===== config.mk =====
export PLATFORM = sky130hd
export DESIGN_NAME = tone_fm_rx
export DESIGN_NICKNAME = d
export VERILOG_FILES = /design/src/rtl/tone_fm_pkg.sv /design/src/rtl/tone_fm_rx_classify.sv /design/src/rtl/tone_fm_rx.sv
export SDC_FILE = /design/constraint.sdc
export NUM_CORES = 1
export LEC_CHECK = 0
export ABC_AREA = 1
export BUFFER_PORTS_ARGS = -buffer_cell sky130_fd_sc_hd__buf_4
export CORE_MARGIN = 2
export CORE_UTILIZATION = 40
export DETAILED_ROUTE_END_ITERATION = 10
export GPL_TIMING_DRIVEN = 0
export PLACE_DENSITY = 0.59
export SLEW_MARGIN = 20
export SYNTH_ARGS = -nofsm -noshare
export SYNTH_HDL_FRONTEND = slang
export SYNTH_SLANG_ARGS = --single-unit

===== constraint.sdc =====
create_clock -name clk -period 2.6 [get_ports clk]
set_clock_uncertainty 0.05 [all_clocks]
set_input_delay 0.52 -clock clk [delete_from_list [all_inputs] [get_ports clk]]
set_output_delay 0.52 -clock clk [all_outputs]
set_load 0.005 [all_outputs]

===== src/rtl/tone_fm_pkg.sv =====
// Shared constants and types for the tone FM receiver: note table, tolerance and FSM states.
package tone_fm_pkg;

    localparam int unsigned NUM_NOTES = 8;
    localparam int unsigned TOL_SHIFT = 5;
    localparam longint unsigned REF_CLK_HZ = 64'd50_000_000;

    typedef logic [2:0] note_code_t;

    typedef enum logic [1:0] {
        ST_IDLE,
        ST_ACQ,
        ST_LOCKED
    } rx_state_t;

    // Nominal C4..C5 periods at REF_CLK_HZ; other clocks rescale from this table.
    localparam int unsigned NOM_PERIOD [0:NUM_NOTES-1] = '{
        191113, 170262, 151685, 143173, 127551, 113636, 101238, 95556
    };

    function automatic int unsigned nom_period(input int unsigned clk_hz, input int unsigned k);
        longint unsigned prod;
        prod = 64'(NOM_PERIOD[k]) * 64'(clk_hz) / REF_CLK_HZ;
        return 32'(prod);
    endfunction

endpackage


===== src/rtl/tone_fm_rx_classify.sv =====
// Combinational period classifier: matches a measured period against the note table.
module tone_period_classify
    import tone_fm_pkg::*;
#(
    parameter int unsigned CLK_FREQ_HZ = 50_000_000,
    parameter int unsigned PERIOD_W    = 20
) (
    input  logic [PERIOD_W-1:0] i_period,
    output logic                o_match,
    output note_code_t          o_code
);

    logic [NUM_NOTES-1:0] w_hit;

    for (genvar k = 0; k < NUM_NOTES; k++) begin : g_bin
        localparam int unsigned NOM = nom_period(CLK_FREQ_HZ, k);
        localparam int unsigned LO  = NOM - (NOM >> TOL_SHIFT);
        localparam int unsigned HI  = NOM + (NOM >> TOL_SHIFT);
        assign w_hit[k] = (32'(i_period) >= LO) && (32'(i_period) <= HI);
    end

    // Scan from the top so the lowest matching code is the last one written.
    always_comb begin
        o_match = |w_hit;
        o_code  = '0;
        for (int unsigned k = 0; k < NUM_NOTES; k++) begin
            if (w_hit[NUM_NOTES-1-k]) begin
                o_code = 3'(NUM_NOTES-1-k);
            end
        end
    end

endmodule


===== src/rtl/tone_fm_rx.sv =====
// Tone FM receiver: synchronises a square-wave tone, measures its period and locks onto
// a C-major scale note after STABLE_COUNT consistent periods; times out to silence.
module tone_fm_rx
    import tone_fm_pkg::*;
#(
    parameter int unsigned CLK_FREQ_HZ  = 50_000_000,
    parameter int unsigned PERIOD_W     = 20,
    parameter int unsigned STABLE_COUNT = 3,
    parameter int unsigned SILENCE_CLKS = 1_000_000
) (
    input  logic                clk,
    input  logic                rst,
    input  logic                enable,
    input  logic                tone_in,
    output logic                note_valid,
    output logic [2:0]          note_index,
    output logic                note_strobe,
    output logic                end_strobe,
    output logic                silence,
    output logic [PERIOD_W-1:0] period_out
);

    localparam logic [PERIOD_W-1:0] CNT_MAX = '1;
    localparam logic [PERIOD_W-1:0] SIL_CNT = PERIOD_W'(SILENCE_CLKS);
    localparam logic [3:0]          STABLE  = 4'(STABLE_COUNT);

    logic                r_sync1;
    logic                r_sync2;
    logic                r_prev;
    logic                w_edge;
    logic [PERIOD_W-1:0] r_cnt;
    rx_state_t           r_state;
    note_code_t          r_cand;
    logic                r_cand_valid;
    logic [3:0]          r_stable;
    logic                w_match;
    note_code_t          w_code;
    logic                w_same;
    logic [3:0]          w_next_stable;

    always_ff @(posedge clk or posedge rst) begin
        if (rst) begin
            r_sync1 <= 1'b0;
            r_sync2 <= 1'b0;
            r_prev  <= 1'b0;
        end else begin
            r_sync1 <= tone_in;
            r_sync2 <= r_sync1;
            r_prev  <= r_sync2;
        end
    end

    assign w_edge = r_sync2 & ~r_prev;

    tone_period_classify #(
        .CLK_FREQ_HZ(CLK_FREQ_HZ),
        .PERIOD_W   (PERIOD_W)
    ) u_classify (
        .i_period(r_cnt),
        .o_match (w_match),
        .o_code  (w_code)
    );

    assign w_same = w_match && r_cand_valid && (w_code == r_cand);

    always_comb begin
        w_next_stable = '0;
        if (w_same) begin
            w_next_stable = r_stable + 4'd1;
        end else if (w_match) begin
            w_next_stable = 4'd1;
        end
    end

    always_ff @(posedge clk or posedge rst) begin
        if (rst) begin
            r_state      <= ST_IDLE;
            r_cnt        <= '0;
            r_cand       <= '0;
            r_cand_valid <= 1'b0;
            r_stable     <= '0;
            note_valid   <= 1'b0;
            note_index   <= '0;
            note_strobe  <= 1'b0;
            end_strobe   <= 1'b0;
            silence      <= 1'b1;
            period_out   <= '0;
        end else begin
            note_strobe <= 1'b0;
            end_strobe  <= 1'b0;
            if (!enable) begin
                r_state      <= ST_IDLE;
                r_cnt        <= '0;
                r_cand_valid <= 1'b0;
                r_stable     <= '0;
                note_valid   <= 1'b0;
                silence      <= 1'b1;
            end else begin
                case (r_state)
                    ST_IDLE: begin
                        silence    <= 1'b1;
                        note_valid <= 1'b0;
                        r_cnt      <= '0;
                        if (w_edge) begin
                            r_state      <= ST_ACQ;
                            r_cnt        <= {{(PERIOD_W-1){1'b0}}, 1'b1};
                            r_cand_valid <= 1'b0;
                            r_stable     <= '0;
                            silence      <= 1'b0;
                        end
                    end
                    ST_ACQ, ST_LOCKED: begin
                        if (w_edge) begin
                            period_out <= r_cnt;
                            r_cnt      <= {{(PERIOD_W-1){1'b0}}, 1'b1};
                            // A locked note repeating itself changes nothing; anything else reseeds.
                            if (!(r_state == ST_LOCKED && w_same)) begin
                                r_stable     <= w_next_stable;
                                r_cand_valid <= w_match;
                                if (w_match) begin
                                    r_cand <= w_code;
                                end
                                if (w_next_stable == STABLE) begin
                                    r_state     <= ST_LOCKED;
                                    note_index  <= w_code;
                                    note_valid  <= 1'b1;
                                    note_strobe <= 1'b1;
                                end else begin
                                    r_state    <= ST_ACQ;
                                    note_valid <= 1'b0;
                                end
                            end
                        end else if (r_cnt == SIL_CNT) begin
                            r_state      <= ST_IDLE;
                            r_cnt        <= '0;
                            r_cand_valid <= 1'b0;
                            r_stable     <= '0;
                            note_valid   <= 1'b0;
                            silence      <= 1'b1;
                            end_strobe   <= (r_state == ST_LOCKED);
                        end else if (r_cnt != CNT_MAX) begin
                            r_cnt <= r_cnt + 1'b1;
                        end
                    end
                    default: begin
                        r_state <= ST_IDLE;
                    end
                endcase
            end
        end
    end

endmodule

==> results of run 1 <==
## worst register-to-register path, delay by kind of cell, from the launching register on
kind	cells	cell delay, ns
compound gates	2	0.22
flops	1	0.49
simple gates	12	1.80
## how the worst max path moves through the flow
stage              start             to  slack (ns)  depth (start not counted)
3_3_place_gp    r_cnt[3]      r_cnt[19]       -0.77                         13
5_1_grt        r_cnt[14]  note_index[0]       -0.21                         16
4_1_cts         r_cnt[0]  note_index[1]       -0.03                         17
2_1_floorplan   r_cnt[1]  note_index[1]        0.32                         21
6_report       r_cnt[14]  note_index[2]       -0.07                         14
3_5_place_dp    r_cnt[3]      r_cnt[19]       -0.81                         13
## layer usage
layer | routed length, um | GRT usage | vias up
met2 | 6570 | 0.408 | 114
li1 | - | - | 2133
met1 | 6650 | 0.373 | 2068
met4 | 358 | 0.0981 | 0
met3 | 526 | 0.0343 | 22
met5 | 0 | 0 | -
## flip-flops by register name, indices dropped and copies added, names as in the netlist
signal,count
period_out,20
r_cnt,20
r_stable,4
note_index,3
r_cand,3
r_state,2
end_strobe,1
note_strobe,1
note_valid,1
r_cand_valid,1
r_prev,1
r_sync1,1
r_sync2,1
silence,1
## timing repair
action | CTS | global route
pin swaps | 9 | 26
setup endpoints to repair | 35 | 24
gates cloned | 0 | 0
gates resized for setup | 62 | 96
setup buffers | 10 | 16
## through the flow
step                setup slack (ns)  cells  cell area (um^2)  setup TNS [ns]  hold slack [ns]
global placement              -0.768    779              4470          -28.32            0.294
finish                       -0.0667    822              5420          -0.297           0.0678
CTS                          -0.0335    806              5000          -0.104           0.0744
floorplan                      0.322    616              4080               0            0.281
detailed placement            -0.810    780              4490          -14.23            0.292
global route                  -0.209    822              5420           -2.40           0.0853
## cell families (layout without fill, tap and decap cells)
family                     count (synthesis)  after routing  synth area share
AOI/OAI and AO/OA                         88             88             0.115
xor gates and xnor gates                   2              2           0.00430
adders and majority gates                  8              8            0.0246
buffers and inverters                     94            167            0.0915
DFF                                       60             60             0.369
and+or+nand+nor                          364            364             0.396
## power by group through the flow
stage	sequential (mW)	combinational, mW	clock [mW]
after floorplan	1.15	0.306	0
after global routing	1.15	0.779	1.03
final	1.13	0.699	0.970
after global placement	1.14	0.600	0
after detailed placement	1.14	0.608	0
after CTS	1.13	0.679	0.982
## area by class of cell
cell class | instances | share of cell area
multi-input combinational | 462 | 0.482
sequential | 60 | 0.279
timing repair buffer | 57 | 0.0834
inverter | 77 | 0.0601
tap | 133 | 0.0307
clock buffer | 12 | 0.0268
buffer | 17 | 0.0245
clock inverter | 4 | 0.0134
## cells in the mapped netlist
cell	number	area [um^2]
nand2_1	170	638
nor2_1	84	315
inv_1	64	240
dfrtp_1	59	1480
o21ai_0	49	245
nand3_1	41	205
a21oi_1	23	115
nor3_1	20	100
nand4_1	17	106
buf_2	10	50.1
ha_1	8	100
inv_2	8	30.0
nand2_2	7	43.8
nor2_2	7	43.8
o21ai_1	7	35.0
clkbuf_1	5	18.8
clkinv_1	5	18.8
nor2_4	5	56.3
nor4_1	4	25.0
nor3b_1	3	22.5
o21a_1	3	22.5
a221oi_1	2	17.5
buf_4	2	15.0
nand3_2	2	20.0
nand4_2	2	25.0
o21bai_1	2	15.0
xor2_1	2	17.5
a2111oi_0	1	8.76
a211oi_1	1	7.51
dfstp_2	1	26.3
nand3b_1	1	7.51
or2_2	1	6.26
==> flow_summary.ini, run 1 <==
[outcome]
outcome = complete, but fails checks
failed_checks = negative setup slack

[clock_network]
tritoncts = yes
cts_max_level = 3
clkTransAtPathRegs_ns = 0.08
cts_buffer_depth = 2
clk-insertion-delay-late_ns = 0.35
cts_root_buf = clkbuf_8
numCtsBuffers = 9
cts_sinks = 60
ctsHoldBuffers = 0

[power_and_ir_drop]
seqPwrFrac = 0.404
p_int_mw = 1.92
clockPowerShare = 0.346
leakagePower_nw = 2.64
peakVddDrop_mv = 0.396
p_per_area_nw_per_um2 = 517
switchingPower_mw = 0.884
finalPower_mw = 2.80
power.share.combinational = 0.250
p_sw_frac = 0.316

[critical_path]
cpLargestDelayFamily = simple AND/OR/NAND/NOR gates
path_cells = nor2_1 > nand2_1 > nor3_4 > nand2_1 > nand3_2 > nand2_2 > o21bai_1 > nand3_2 > nor2_4 > nand4_4 > nor2_4 > nand2_4 > nand2_1 > o21ai_1
cp_slowest_cell = dfrtp_2
critPathMaxFanout = 7
max_stage_delay_ns = 0.49
r2r_slack_ns = -0.07
criticalPathCategory = reg -> reg
crit_path_frequent_cell = nand2_1
r2r_start = r_cnt[14]
crit_buf_inv = 0
worstSetupEndpointType = flop
required_ns = 2.78
crit_path_start_kind = flop
worstPathArrival_ns = 2.85
r2r-end = note_index[2]
reg2regPathDepth = 14

[routing]
routed_via_density = 5.28
first_pass_iters = 5
antenna_left = 0
routed_wirelength_um = 14100
drtIter0Drc = 277
drcViolationCount = 0
vias = 4337
wl_per_cell_um = 17.2

[final_layout]
final_cell_mix = nand2_1 (145), nor2_1 (62), buf_4 (57)
multi_input_area_um2 = 2610
num-fill-cells = 1020
final_common_cell = nand2_1
diodes = 0
area_growth_pct = 32.9
final_util = 0.552
drive_gt1_frac = 0.293
nets = 696
ff_latch_area_um2 = 1510

[place]
portBuffers = 30
gp_congestion = 0.984
place_hpwl_um = 10700

[run]
cap_violations = 0

[sta]
max_slew_margin = 0.632
min_period_ns = 2.67
setup_viol = 9
hold_viol = 0
rsz0062_at_grt = yes
worst_slack_ns = -0.0667
final.period_utilization = 1.03
tightest_slew_ns = 0.546
report.final.slew_viol_count = 0
fmax_ghz = 0.375

[synth]
ys_ff_latch = 60
synth_fp_nets = 628
synth_cells = 616
ys_warn_count = 0
syn_area_per_cell_um2 = 6.62
synth_cell_type_count = 32
yosysSeqAreaShare = 0.369
syn_area_um2 = 4080

[floorplan]
dieArea_um2 = 11000
start_util = 0.415
io_pins = 31
die_w_um = 105
core_um2 = 9820
rows = 36
die_y_um = 105

[global_routing]
grt.overflow.total = 0
grt_pass1_vias = 4038
grt_pass1_wl_um = 22300
antenna_found_initial = 0
grt_max_degree = 41
grt_usage = 0.263

[worst_hold_path]
hp-class = in -> async
Note: power is estimated with default switching activity, not from simulation.
==> run 2, diff against run 1 <==
--- a/config.mk
+++ b/config.mk
@@ -5,7 +5,6 @@
 export SDC_FILE = /design/constraint.sdc
 export NUM_CORES = 1
 export LEC_CHECK = 0
-export ABC_AREA = 1
 export BUFFER_PORTS_ARGS = -buffer_cell sky130_fd_sc_hd__buf_4
 export CORE_MARGIN = 2
 export CORE_UTILIZATION = 40
==> run 2 against run 1 <==
The run still ends with negative setup slack left. Combinational power down 66%. Critical path depth is 4 lower. Clock power down 17%. Sequential share of layout area shrank 0.76 points.
==> flow_summary.ini, run 2 <==
[outcome]
outcome = complete, but fails checks
failed_checks = negative setup slack

[global_routing]
grt_pass1_wl_um = 21600
grt.overflow.total = 0
grt_max_degree = 32
grt_usage = 0.257
antenna_found_initial = 0
gr-usage-met1 = 0.365
grt_busiest_layer = met2
grt_pass1_vias = 3789
grtUsageMet2 = 0.391
use_met3 = 0.0445

[synth]
syn_area_um2 = 4030
synth_area_leaders = dfrtp_1 (37%), nand2_1 (8.0%), nor2_1 (3.3%)
synth_cells = 475
netlist.area_leader.share = 0.367
yosysMostFrequentCell = nand2_1
syn_area_per_cell_um2 = 8.48
synth_cell_type_count = 71
async_reset_ff_frac = 1.00
ys_ff_latch = 60
synth_fp_nets = 487
synth_commonest_cells = nand2_1 (86), dfrtp_1 (59), nor2_1 (35)
ys_warn_count = 0
yosysTopAreaCell = dfrtp_1
ys.flop_type = dfrtp_1
yosysSeqAreaShare = 0.373
synth-edff-count = 0

[run]
cap_violations = 0

[sta]
setup_viol = 16
min_period_ns = 3.44
worst_slack_ns = -0.844
report.final.slew_viol_count = 0
final.period_utilization = 1.32
tightest_slew_ns = 0.685
hold_viol = 0
rsz0062_at_grt = yes
fmax_ghz = 0.290
max_slew_margin = 0.543
timing.hold.ws_ns = 0.0953

[final_layout]
ff_latch_area_um2 = 1510
final_util = 0.568
num-fill-cells = 883
final_cell_mix = nand2_1 (84), buf_4 (72), dfrtp_1 (56)
nets = 574
multi_input_area_um2 = 2650
diodes = 0
drive_gt1_frac = 0.376
top_regs = period_out x20, r_cnt x20, r_stable x4
final_common_cell = nand2_1
area_growth_pct = 38.0

[routing]
first_pass_iters = 5
drcViolationCount = 0
routed_via_density = 5.81
wl_per_cell_um = 20.2
antenna_left = 0
drtIter0Drc = 272
vias = 4064
routed_wirelength_um = 14200

[clock_network]
cts_max_level = 3
cts_root_buf = clkbuf_8
cts_buffer_depth = 2
numCtsBuffers = 9
cts_sinks = 60
clk-insertion-delay-late_ns = 0.37
clkTransAtPathRegs_ns = 0.07
tritoncts = yes
ctsHoldBuffers = 0

[critical_path]
cp_slowest_cell = or4_4
worstPathArrival_ns = 3.65
path_cells = buf_6 > or4_4 > nor4_4 > buf_4 > a31oi_2 > nand4_1 > o211ai_1 > or3_1 > or4_4 > mux2_4
criticalPathCategory = reg -> reg
r2r_slack_ns = -0.84
crit_path_start_kind = flop
required_ns = 2.81
crit_path_frequent_cell = or4_4
cpLargestDelayFamily = simple AND/OR/NAND/NOR gates
max_stage_delay_ns = 0.56
worstSetupEndpointType = flop
crit_buf_inv = 2
critPathMaxFanout = 4

[floorplan]
io_pins = 31
rows = 36
die_y_um = 104
die_w_um = 104
dieArea_um2 = 10900
core_um2 = 9770
start_util = 0.412

[place]
portBuffers = 30
gp_congestion = 0.970
place_hpwl_um = 9690
pre_cts_slack_ns = -1.05

[power_and_ir_drop]
leakagePower_nw = 2.44
p_per_area_nw_per_um2 = 360
peakVddDrop_mv = 0.302

[worst_hold_path]
hp-class = in -> async
==> run 2: cell count changes in the layout (fill, tap and decap cells not counted), sizes merged, moves of 9 or more <==
cell and change:
o21ai -34, o211ai +11, buf +40, nand3 -27, nor2 -61, xnor2 +11
a21oi -9, nand2 -91, inv -53, or3 +10
==> run 2: power by group <==
group          total (mW)  internal [mW]  switching [mW]  leakage, nW
Combinational       0.235         0.0966           0.138         1.52
Clock               0.803          0.395           0.408       0.0961
Sequential          0.965          0.952          0.0128        0.820
Total                2.00           1.44           0.559         2.44
==> run 2: final timing paths <==
| path | end | cells after the start | from |
|---|---|---|---|
| max | note_index[2] | 10 | r_cnt[14] |
| min | note_index[1] | 2 | rst |
| max reg2reg | note_index[2] | 10 | r_cnt[14] |
| min reg2reg | r_sync2 | 0 | r_sync1 |
| max in group asynchronous | silence | 3 | rst |
| min in group clk | r_sync1 | 1 | tone_in |
==> run 2: cell type report <==
class                           instances  area share
Tap cell                              133      0.0300
Timing Repair Buffer                   78       0.119
Multi-Input combinational cell        357       0.477
Sequential cell                        60       0.271
Inverter                               16      0.0119
Clock buffer                           12      0.0279
Buffer                                 40      0.0583
Clock inverter                          4     0.00428
==> run 2: stage by stage <==
stage | setup TNS, ns | total power, mW | std cells | cell area, um^2
2_1_floorplan | -3.09 | 1.11 | 475 | 4110
3_3_place_gp | -38.17 | 1.18 | 638 | 4510
3_5_place_dp | -21.30 | 1.19 | 639 | 4530
4_1_cts | -7.72 | 2.01 | 674 | 5080
5_1_grt | -10.20 | 2.10 | 700 | 5560
6_report | -9.03 | 2.00 | 700 | 5560
==> run 2: worst register-to-register path, stage by stage (launching register included) <==
cell      delay (ns)
dfrtp_1         0.41
buf_6           0.13
or4_4           0.50
nor4_4          0.32
buf_4           0.17
a31oi_2         0.12
nand4_1         0.20
o211ai_1        0.13
or3_1           0.41
or4_4           0.56
mux2_4          0.32
==> run 2: timing repair <==
action,4_1_cts,5_1_grt
pin swaps,13,28
buffers inserted,21,28
resized for setup,55,69
endpoints found under the setup margin,34,32
gates cloned,0,0
==> run 2: per-layer routing <==
layer | vias to the layer above | share of wire
li1 | 1863 | -
met1 | 2031 | 0.46
met2 | 141 | 0.46
met3 | 29 | 0.059
met4 | 0 | 0.025
met5 | - | 0
==> run 2: kinds of logic (layout without fill, tap and decap cells) <==
| logic type | after synthesis | count (layout) | share of synthesized area |
|---|---|---|---|
| and+or+nand+nor | 240 | 240 | 0.318 |
| muxes | 7 | 7 | 0.0224 |
| xor gates and xnor gates | 18 | 18 | 0.0392 |
| adders and majority gates | 8 | 8 | 0.0249 |
| DFF | 60 | 60 | 0.373 |
| AOI/OAI and AO/OA | 84 | 84 | 0.153 |
| buffers and inverters | 58 | 150 | 0.0690 |
